## src/rtl/neural_bram_pkg.sv

```systemverilog
// rtl/neural_bram_pkg.sv - shared requester indices, state encoding and grant helpers
//
// Requester map: REQ_RX_WR (0) UART RX writer, REQ_TX_RD (1) UART TX reader,
// REQ_PCPT (2) perceptron controller. Arbiter states: IDLE (no owner), OWNED.
package neural_bram_pkg;

    localparam int NUM_REQ = 3;

    localparam logic [1:0] REQ_RX_WR = 2'd0;
    localparam logic [1:0] REQ_TX_RD = 2'd1;
    localparam logic [1:0] REQ_PCPT  = 2'd2;

    typedef enum logic {
        IDLE  = 1'b0,
        OWNED = 1'b1
    } arb_state_t;

    function automatic logic [NUM_REQ-1:0] idx_to_onehot(input logic [1:0] idx);
        case (idx)
            REQ_RX_WR: return 3'b001;
            REQ_TX_RD: return 3'b010;
            REQ_PCPT:  return 3'b100;
            default:   return 3'b000;
        endcase
    endfunction

    // Input is one-hot-or-zero; zero maps to index 0, callers qualify with |oh.
    function automatic logic [1:0] onehot_to_idx(input logic [NUM_REQ-1:0] oh);
        if (oh[2]) return REQ_PCPT;
        if (oh[1]) return REQ_TX_RD;
        return REQ_RX_WR;
    endfunction

endpackage

```

## src/rtl/bram_port_arbiter_if.sv

```systemverilog
// rtl/bram_port_arbiter_if.sv - requester-side bus of the BRAM port arbiter
//
// master: requesters drive req/lock/we/addr/wdata, receive gnt/rvalid/rdata.
// slave:  the arbiter side of the same bundle.
// Slices are packed per requester: we[i*NB +: NB], addr[i*ADDR_W +: ADDR_W],
// wdata[i*DATA_W +: DATA_W].
interface bram_port_arbiter_if #(
    parameter int ADDR_W = 9,
    parameter int DATA_W = 32
) ();
    import neural_bram_pkg::*;

    localparam int NB = DATA_W / 8;

    logic [NUM_REQ-1:0]        req;
    logic [NUM_REQ-1:0]        lock;
    logic [NUM_REQ*NB-1:0]     we;
    logic [NUM_REQ*ADDR_W-1:0] addr;
    logic [NUM_REQ*DATA_W-1:0] wdata;
    logic [NUM_REQ-1:0]        gnt;
    logic [NUM_REQ-1:0]        rvalid;
    logic [DATA_W-1:0]         rdata;

    modport master (
        output req, lock, we, addr, wdata,
        input  gnt, rvalid, rdata
    );

    modport slave (
        input  req, lock, we, addr, wdata,
        output gnt, rvalid, rdata
    );

endinterface

```

## src/rtl/rr_pick3.sv

```systemverilog
// rtl/rr_pick3.sv - three-way round-robin picker
//
// Ports: req (requests), ptr (last granted index), mask (temporarily
// ineligible requesters) -> gnt (one-hot-or-zero). Search starts at
// (ptr+1) mod 3; ptr value 3 is never produced and behaves like 2.
module rr_pick3
    import neural_bram_pkg::*;
(
    input  logic [NUM_REQ-1:0] req,
    input  logic [1:0]         ptr,
    input  logic [NUM_REQ-1:0] mask,
    output logic [NUM_REQ-1:0] gnt
);

    logic [NUM_REQ-1:0] elig;

    always_comb begin
        elig = req & ~mask;
        gnt  = '0;
        case (ptr)
            2'd0: begin
                if      (elig[1]) gnt = 3'b010;
                else if (elig[2]) gnt = 3'b100;
                else if (elig[0]) gnt = 3'b001;
            end
            2'd1: begin
                if      (elig[2]) gnt = 3'b100;
                else if (elig[0]) gnt = 3'b001;
                else if (elig[1]) gnt = 3'b010;
            end
            default: begin
                if      (elig[0]) gnt = 3'b001;
                else if (elig[1]) gnt = 3'b010;
                else if (elig[2]) gnt = 3'b100;
            end
        endcase
    end

endmodule

```

## src/rtl/bram_port_arbiter.sv

```systemverilog
// rtl/bram_port_arbiter.sv - three-requester arbiter for one BRAM port
//
// Ports: clk, rst_n (async, active-low); bus (slave side of
// bram_port_arbiter_if: req/lock/we/addr/wdata in, gnt/rvalid/rdata out);
// bram_en/bram_we/bram_addr/bram_din drive the BRAM, bram_dout returns read
// data one cycle after the access.
// Optional macro BRAM_ARB_HOLD_LIMIT_EN: caps a locked burst at MAX_HOLD
// cycles while another requester waits; without it a lock holds indefinitely.
module bram_port_arbiter
    import neural_bram_pkg::*;
#(
    parameter int ADDR_W   = 9,
    parameter int DATA_W   = 32,
    parameter int MAX_HOLD = 16
) (
    input  logic                clk,
    input  logic                rst_n,
    bram_port_arbiter_if.slave  bus,
    output logic                bram_en,
    output logic [DATA_W/8-1:0] bram_we,
    output logic [ADDR_W-1:0]   bram_addr,
    output logic [DATA_W-1:0]   bram_din,
    input  logic [DATA_W-1:0]   bram_dout
);

    localparam int NB = DATA_W / 8;

    arb_state_t         state_q, state_d;
    logic [1:0]         owner_q, owner_d;
    logic [1:0]         ptr_q, ptr_d;
    logic [1:0]         gidx;
    logic [NUM_REQ-1:0] pick_gnt;
    logic [NUM_REQ-1:0] gnt;
    logic [NUM_REQ-1:0] mask;
    logic [NUM_REQ-1:0] rd_pend_q, rd_pend_d;
    logic               lock_g;
    logic [NB-1:0]      mux_we;
    logic [ADDR_W-1:0]  mux_addr;
    logic [DATA_W-1:0]  mux_din;

`ifdef BRAM_ARB_HOLD_LIMIT_EN
    localparam int HOLD_W = (MAX_HOLD > 1) ? $clog2(MAX_HOLD) : 1;

    logic [HOLD_W-1:0]  hold_q, hold_d;
    logic [NUM_REQ-1:0] mask_q, mask_d;

    // A requester that just lost a forced release sits out exactly one cycle.
    assign mask = mask_q;
`else
    assign mask = '0;

    // MAX_HOLD has no effect in this build; the parameter is kept so both
    // builds share one instantiation.
    if (MAX_HOLD != 0) begin : g_max_hold_ignored
    end
`endif

    rr_pick3 u_pick (
        .req  (bus.req),
        .ptr  (ptr_q),
        .mask (mask),
        .gnt  (pick_gnt)
    );

    // A locked owner that still requests bypasses the pointer; otherwise
    // round-robin. Grant is forced low while reset is held.
    always_comb begin
        gnt = '0;
        if (rst_n) begin
            if (state_q == OWNED && |(bus.req & idx_to_onehot(owner_q)))
                gnt = idx_to_onehot(owner_q);
            else
                gnt = pick_gnt;
        end
    end

    assign gidx   = onehot_to_idx(gnt);
    assign lock_g = |(bus.lock & gnt);

    always_comb begin
        mux_we   = '0;
        mux_addr = '0;
        mux_din  = '0;
        for (int i = 0; i < NUM_REQ; i++) begin
            if (gnt[i]) begin
                mux_we   = bus.we[i*NB +: NB];
                mux_addr = bus.addr[i*ADDR_W +: ADDR_W];
                mux_din  = bus.wdata[i*DATA_W +: DATA_W];
            end
        end
    end

    always_comb begin
        state_d = IDLE;
        owner_d = 2'd0;
        ptr_d   = ptr_q;
        if (|gnt) begin
            ptr_d = gidx;
            if (lock_g) begin
                state_d = OWNED;
                owner_d = gidx;
            end
        end
`ifdef BRAM_ARB_HOLD_LIMIT_EN
        hold_d = '0;
        mask_d = '0;
        // Only a continuing burst accumulates hold time; a fresh lock starts at 0.
        if (state_q == OWNED && state_d == OWNED && gidx == owner_q) begin
            hold_d = hold_q;
            if (|(bus.req & ~gnt)) begin
                if (hold_q == HOLD_W'(MAX_HOLD - 1)) begin
                    state_d = IDLE;
                    owner_d = 2'd0;
                    mask_d  = gnt;
                    hold_d  = '0;
                end else begin
                    hold_d = hold_q + 1'b1;
                end
            end
        end
`endif
        // Reads are granted accesses with an all-zero byte-enable slice.
        rd_pend_d = (mux_we == '0) ? gnt : '0;
    end

    always_ff @(posedge clk or negedge rst_n) begin
        if (!rst_n) begin
            state_q   <= IDLE;
            owner_q   <= 2'd0;
            ptr_q     <= REQ_PCPT;
            rd_pend_q <= '0;
        end else begin
            state_q   <= state_d;
            owner_q   <= owner_d;
            ptr_q     <= ptr_d;
            rd_pend_q <= rd_pend_d;
        end
    end

`ifdef BRAM_ARB_HOLD_LIMIT_EN
    always_ff @(posedge clk or negedge rst_n) begin
        if (!rst_n) begin
            hold_q <= '0;
            mask_q <= '0;
        end else begin
            hold_q <= hold_d;
            mask_q <= mask_d;
        end
    end
`endif

    assign bus.gnt    = gnt;
    assign bus.rvalid = rd_pend_q;
    assign bus.rdata  = (|rd_pend_q) ? bram_dout : '0;

    assign bram_en   = |gnt;
    assign bram_we   = mux_we;
    assign bram_addr = mux_addr;
    assign bram_din  = mux_din;

endmodule

```

## src/flat_wrapper.sv

```systemverilog
// flat-port wrapper written by rule: the top's interface ports become plain ports
module bram_port_arbiter_flat import neural_bram_pkg::*;
#(
    parameter int ADDR_W   = 9,
    parameter int DATA_W   = 32,
    parameter int MAX_HOLD = 16
)
  (clk, rst_n, bram_en, bram_we, bram_addr, bram_din, bram_dout, bus_req, bus_lock, bus_we, bus_addr, bus_wdata, bus_gnt, bus_rvalid, bus_rdata);
  bram_port_arbiter_if #(.ADDR_W(ADDR_W), .DATA_W(DATA_W)) bus_i ();
  input  logic clk;
  input  logic rst_n;
  output logic bram_en;
  output logic [DATA_W/8-1:0] bram_we;
  output logic [ADDR_W-1:0] bram_addr;
  output logic [DATA_W-1:0] bram_din;
  input  logic [DATA_W-1:0] bram_dout;
  input wire logic [$bits(bus_i.req)-1:0] bus_req;
  input wire logic [$bits(bus_i.lock)-1:0] bus_lock;
  input wire logic [$bits(bus_i.we)-1:0] bus_we;
  input wire logic [$bits(bus_i.addr)-1:0] bus_addr;
  input wire logic [$bits(bus_i.wdata)-1:0] bus_wdata;
  output wire logic [$bits(bus_i.gnt)-1:0] bus_gnt;
  output wire logic [$bits(bus_i.rvalid)-1:0] bus_rvalid;
  output wire logic [$bits(bus_i.rdata)-1:0] bus_rdata;
  assign bus_i.req = bus_req;
  assign bus_i.lock = bus_lock;
  assign bus_i.we = bus_we;
  assign bus_i.addr = bus_addr;
  assign bus_i.wdata = bus_wdata;
  assign bus_gnt = bus_i.gnt;
  assign bus_rvalid = bus_i.rvalid;
  assign bus_rdata = bus_i.rdata;
  bram_port_arbiter #(.ADDR_W(ADDR_W), .DATA_W(DATA_W), .MAX_HOLD(MAX_HOLD)) u_core (.clk(clk), .rst_n(rst_n), .bus(bus_i), .bram_en(bram_en), .bram_we(bram_we), .bram_addr(bram_addr), .bram_din(bram_din), .bram_dout(bram_dout));
endmodule
```

## config.mk

```make
export PLATFORM = sky130hd
export DESIGN_NAME = bram_port_arbiter_flat
export DESIGN_NICKNAME = d
export VERILOG_FILES = /design/src/rtl/neural_bram_pkg.sv /design/src/rtl/bram_port_arbiter_if.sv /design/src/rtl/rr_pick3.sv /design/src/rtl/bram_port_arbiter.sv /design/src/flat_wrapper.sv
export SDC_FILE = /design/constraint.sdc
export NUM_CORES = 1
export LEC_CHECK = 0
export CORE_AREA = 3 3 101 103
export DETAILED_ROUTE_END_ITERATION = 8
export DIE_AREA = 0 0 104 106
export PLACE_DENSITY_LB_ADDON = 0.12
export SLEW_MARGIN = 20
export SYNTH_ARGS = -nofsm -noshare
export SYNTH_HDL_FRONTEND = slang
export SYNTH_SLANG_ARGS = --single-unit
```

## constraint.sdc

```tcl
create_clock -name clk -period 2.9 [get_ports clk]
set_input_delay 0.725 -clock clk [delete_from_list [all_inputs] [get_ports clk]]
set_output_delay 0.725 -clock clk [all_outputs]
set_load 0.02 [all_outputs]
```

==> metrics.yaml <==
status: "finished with violations"
violations: "negative setup slack"
die_x_um: 104
dp_slack_ns: -1.06
finClkSkew_ns: 0.00278
final_common_cell: "clkdlybuf4s50_1"
synth-simple-area-share: 0.262
synth-edff-count: 0
synth.distinct_cells: 28
wl_per_cell_um: 16.9
std_cell_rows: 35
mostFrequentLayoutCells: "clkdlybuf4s50_1 (205), inv_1 (44), a222oi_1 (41), nor2b_1 (32), buf_6 (27)"
path_class: "input port to primary output"
routed_via_density: 4.47
p_sw_uw: 873
worstPathMaxFanout: 6
switching_share: 0.430
grt_max_degree: 33
seq_area_frac_synth: 0.146
crit_start: "bus_req[2]"
finalPower_uw: 2030
synthesis.nets: 361
reg2reg_from: "u_core.owner_q[0]"
vias: 2678
synthAdderAreaFrac: 0
detail-route-antenna-nets: 0
critPathLaunchType: "input port"
netlist_area_um2: 1380
yosys_most_used_dff: "dfrtp_1"
drt_pass1_iterations: 7
start_util: 0.149
finalCriticalPeriod_ns: 2.96
seqPwrFrac: 0.080
h-tree-depth: 1
rsz0062_at_grt: "true"
async_reset_ff_frac: 1.00
drv_slew: 0
synth_top_family_by_area: "compound AO/OA/AOI/OAI gates"
crit_required_ns: 2.17
internal_power_uw: 1160
tightest_slew_ns: 0.293
layout.nets: 645
nFillCells: 916
core_um2: 9280
yosys.area_share.xor_xnor: 0
p_leak_uw: 0.00207
syn_to_final_growth_pct: 229
grt_usage: 0.165
die_area_um2: 11000
final_area_um2: 4540
min_path_type: "input port to async pin"
cts_buffers: 3
yosysWarnings: 0
crit_path_end_kind: "primary output"
powerDensity_nw_per_um2: 447
power.share.combinational: 0.853
die_h_um: 106
clock-root-buffer: "clkbuf_8"
synth_seq_cells: 8
grt_overflow_total: 0
placed_area_um2: 4290
cts.sinks: 8
clk_pin_slew_ns: 0.04
grt_pass1_vias: 2822
layout_setup_ws_ns: -0.0553
maxSlewHeadroom: 0.805
setup_viol: 27
clock_latency_ns: 0.22
place_congestion: 0.767
syn_inst: 186
worstPathArrival_ns: 2.23
cts_tree: "done"
drv_cap: 0
ir_drop_v: 0.000174
layout-drive-gt1-share: 0.232
synth_mux_area_frac: 0.00726
cts_hold_buf: 0
hold_violations: 0
rr_worst_depth: 10
synth_compound_area_frac: 0.392
clockPowerShare: 0.068
drcViolationCount: 0
antenna_found_initial: 1
ioPinCount: 259
portBuffers: 258
drtIter0Drc: 244
finalCritPeriodShare: 1.02
totalWireLength_um: 10100
synth_area_per_cell_um2: 7.41
fmax_mhz: 338
grt_pass1_wl_um: 14600
dp_hpwl_um: 8420
cts_buffer_depth: 2
## final timing paths
check	endpoint	slack (ns)
setup / recovery	bram_din[0]	-0.06
hold / removal	u_core.ptr_q[0]	0.46
setup reg to reg	u_core.bus.rvalid[2]	0.59
max in group asynchronous	u_core.bus.rvalid[2]	2.23
hold reg to reg	u_core.ptr_q[1]	0.54
min in group clk	u_core.ptr_q[1]	0.54
## routing by layer
layer / track usage / vias to the layer above / wire length (um) / part of all wire
met2: 0.340 / 184 / 5410 / 0.54
met1: 0.150 / 1207 / 3250 / 0.32
met3: 0.0607 / 14 / 1250 / 0.12
li1: - / 1273 / - / -
met4: 0.0437 / 0 / 191 / 0.019
met5: 0 / - / 0 / 0
## state kept, by name (all words and copies together), names as in the netlist
signal and cells:
u_core.bus.rvalid 3, u_core.owner_q 2, u_core.ptr_q 2, u_core.state_q 1
## layout make-up
cell class / instances / area (um2) / area share
inverter: 44 / 165 / 0.0364
tap: 129 / 161 / 0.0356
clock buffer: 4 / 45.0 / 0.00992
antenna: 1 / 2.50 / 0.000551
timing repair buffer: 298 / 2980 / 0.657
multi-input combinational: 115 / 981 / 0.216
sequential: 8 / 201 / 0.0444
## critical path, cell delays in order
cell and delay (ns):
buf_8 0.10, nand4b_1 0.15, o21ai_4 0.11, nand4b_1 0.15
o21ai_4 0.12, buf_12 0.17, buf_16 0.13, a222oi_1 0.34
inv_1 0.09, buf_6 0.14
## Yosys cell counts (all sizes together) (2+ instances only)
cell type	n	area (um2)
a221o	4	40.0
a222oi	41	410
clkbuf	6	22.5
o31ai	2	25.0
o21ai	2	25.0
a21oi	2	10.0
buf	13	77.6
nor2	3	11.3
inv	44	165
a21o	2	15.0
nand4b	2	17.5
nor4	3	18.8
and2	6	37.5
nand2b	5	31.3
nand3	2	10.0
dfrtp	7	175
nor2b	33	206
## kinds of logic after synthesis
group	count (synthesis)
mux	1
simple gates	59
flops	8
buf+inv	63
compound gates	55
## timing repair
| action | CTS | global route |
|---|---|---|
| resized for setup | 248 | 26 |
| gates cloned | 2 | 2 |
| setup endpoints to repair | 49 | 48 |
| pin swaps | 29 | 13 |
| setup buffers | 11 | 0 |
## metrics by stage
stage               TNS, ns  std cells  hold slack, ns  utilization
global placement     -48.19        579           0.517        0.462
detailed placement   -49.27        579           0.523        0.462
finish               -0.587        599           0.461        0.489
CTS                  -0.426        596           0.450        0.475
global route          -4.19        599           0.470        0.489
floorplan                 0        186           0.429            -
## power by group through the flow
stage | combinational [uW] | sequential (uW) | clock, uW
floorplan | 738 | 160 | 0
global placement | 1640 | 159 | 0
CTS | 1670 | 161 | 142
global route | 1850 | 165 | 150
finish | 1730 | 161 | 138
detailed placement | 1640 | 161 | 0
(Power assumes the default switching activity.)
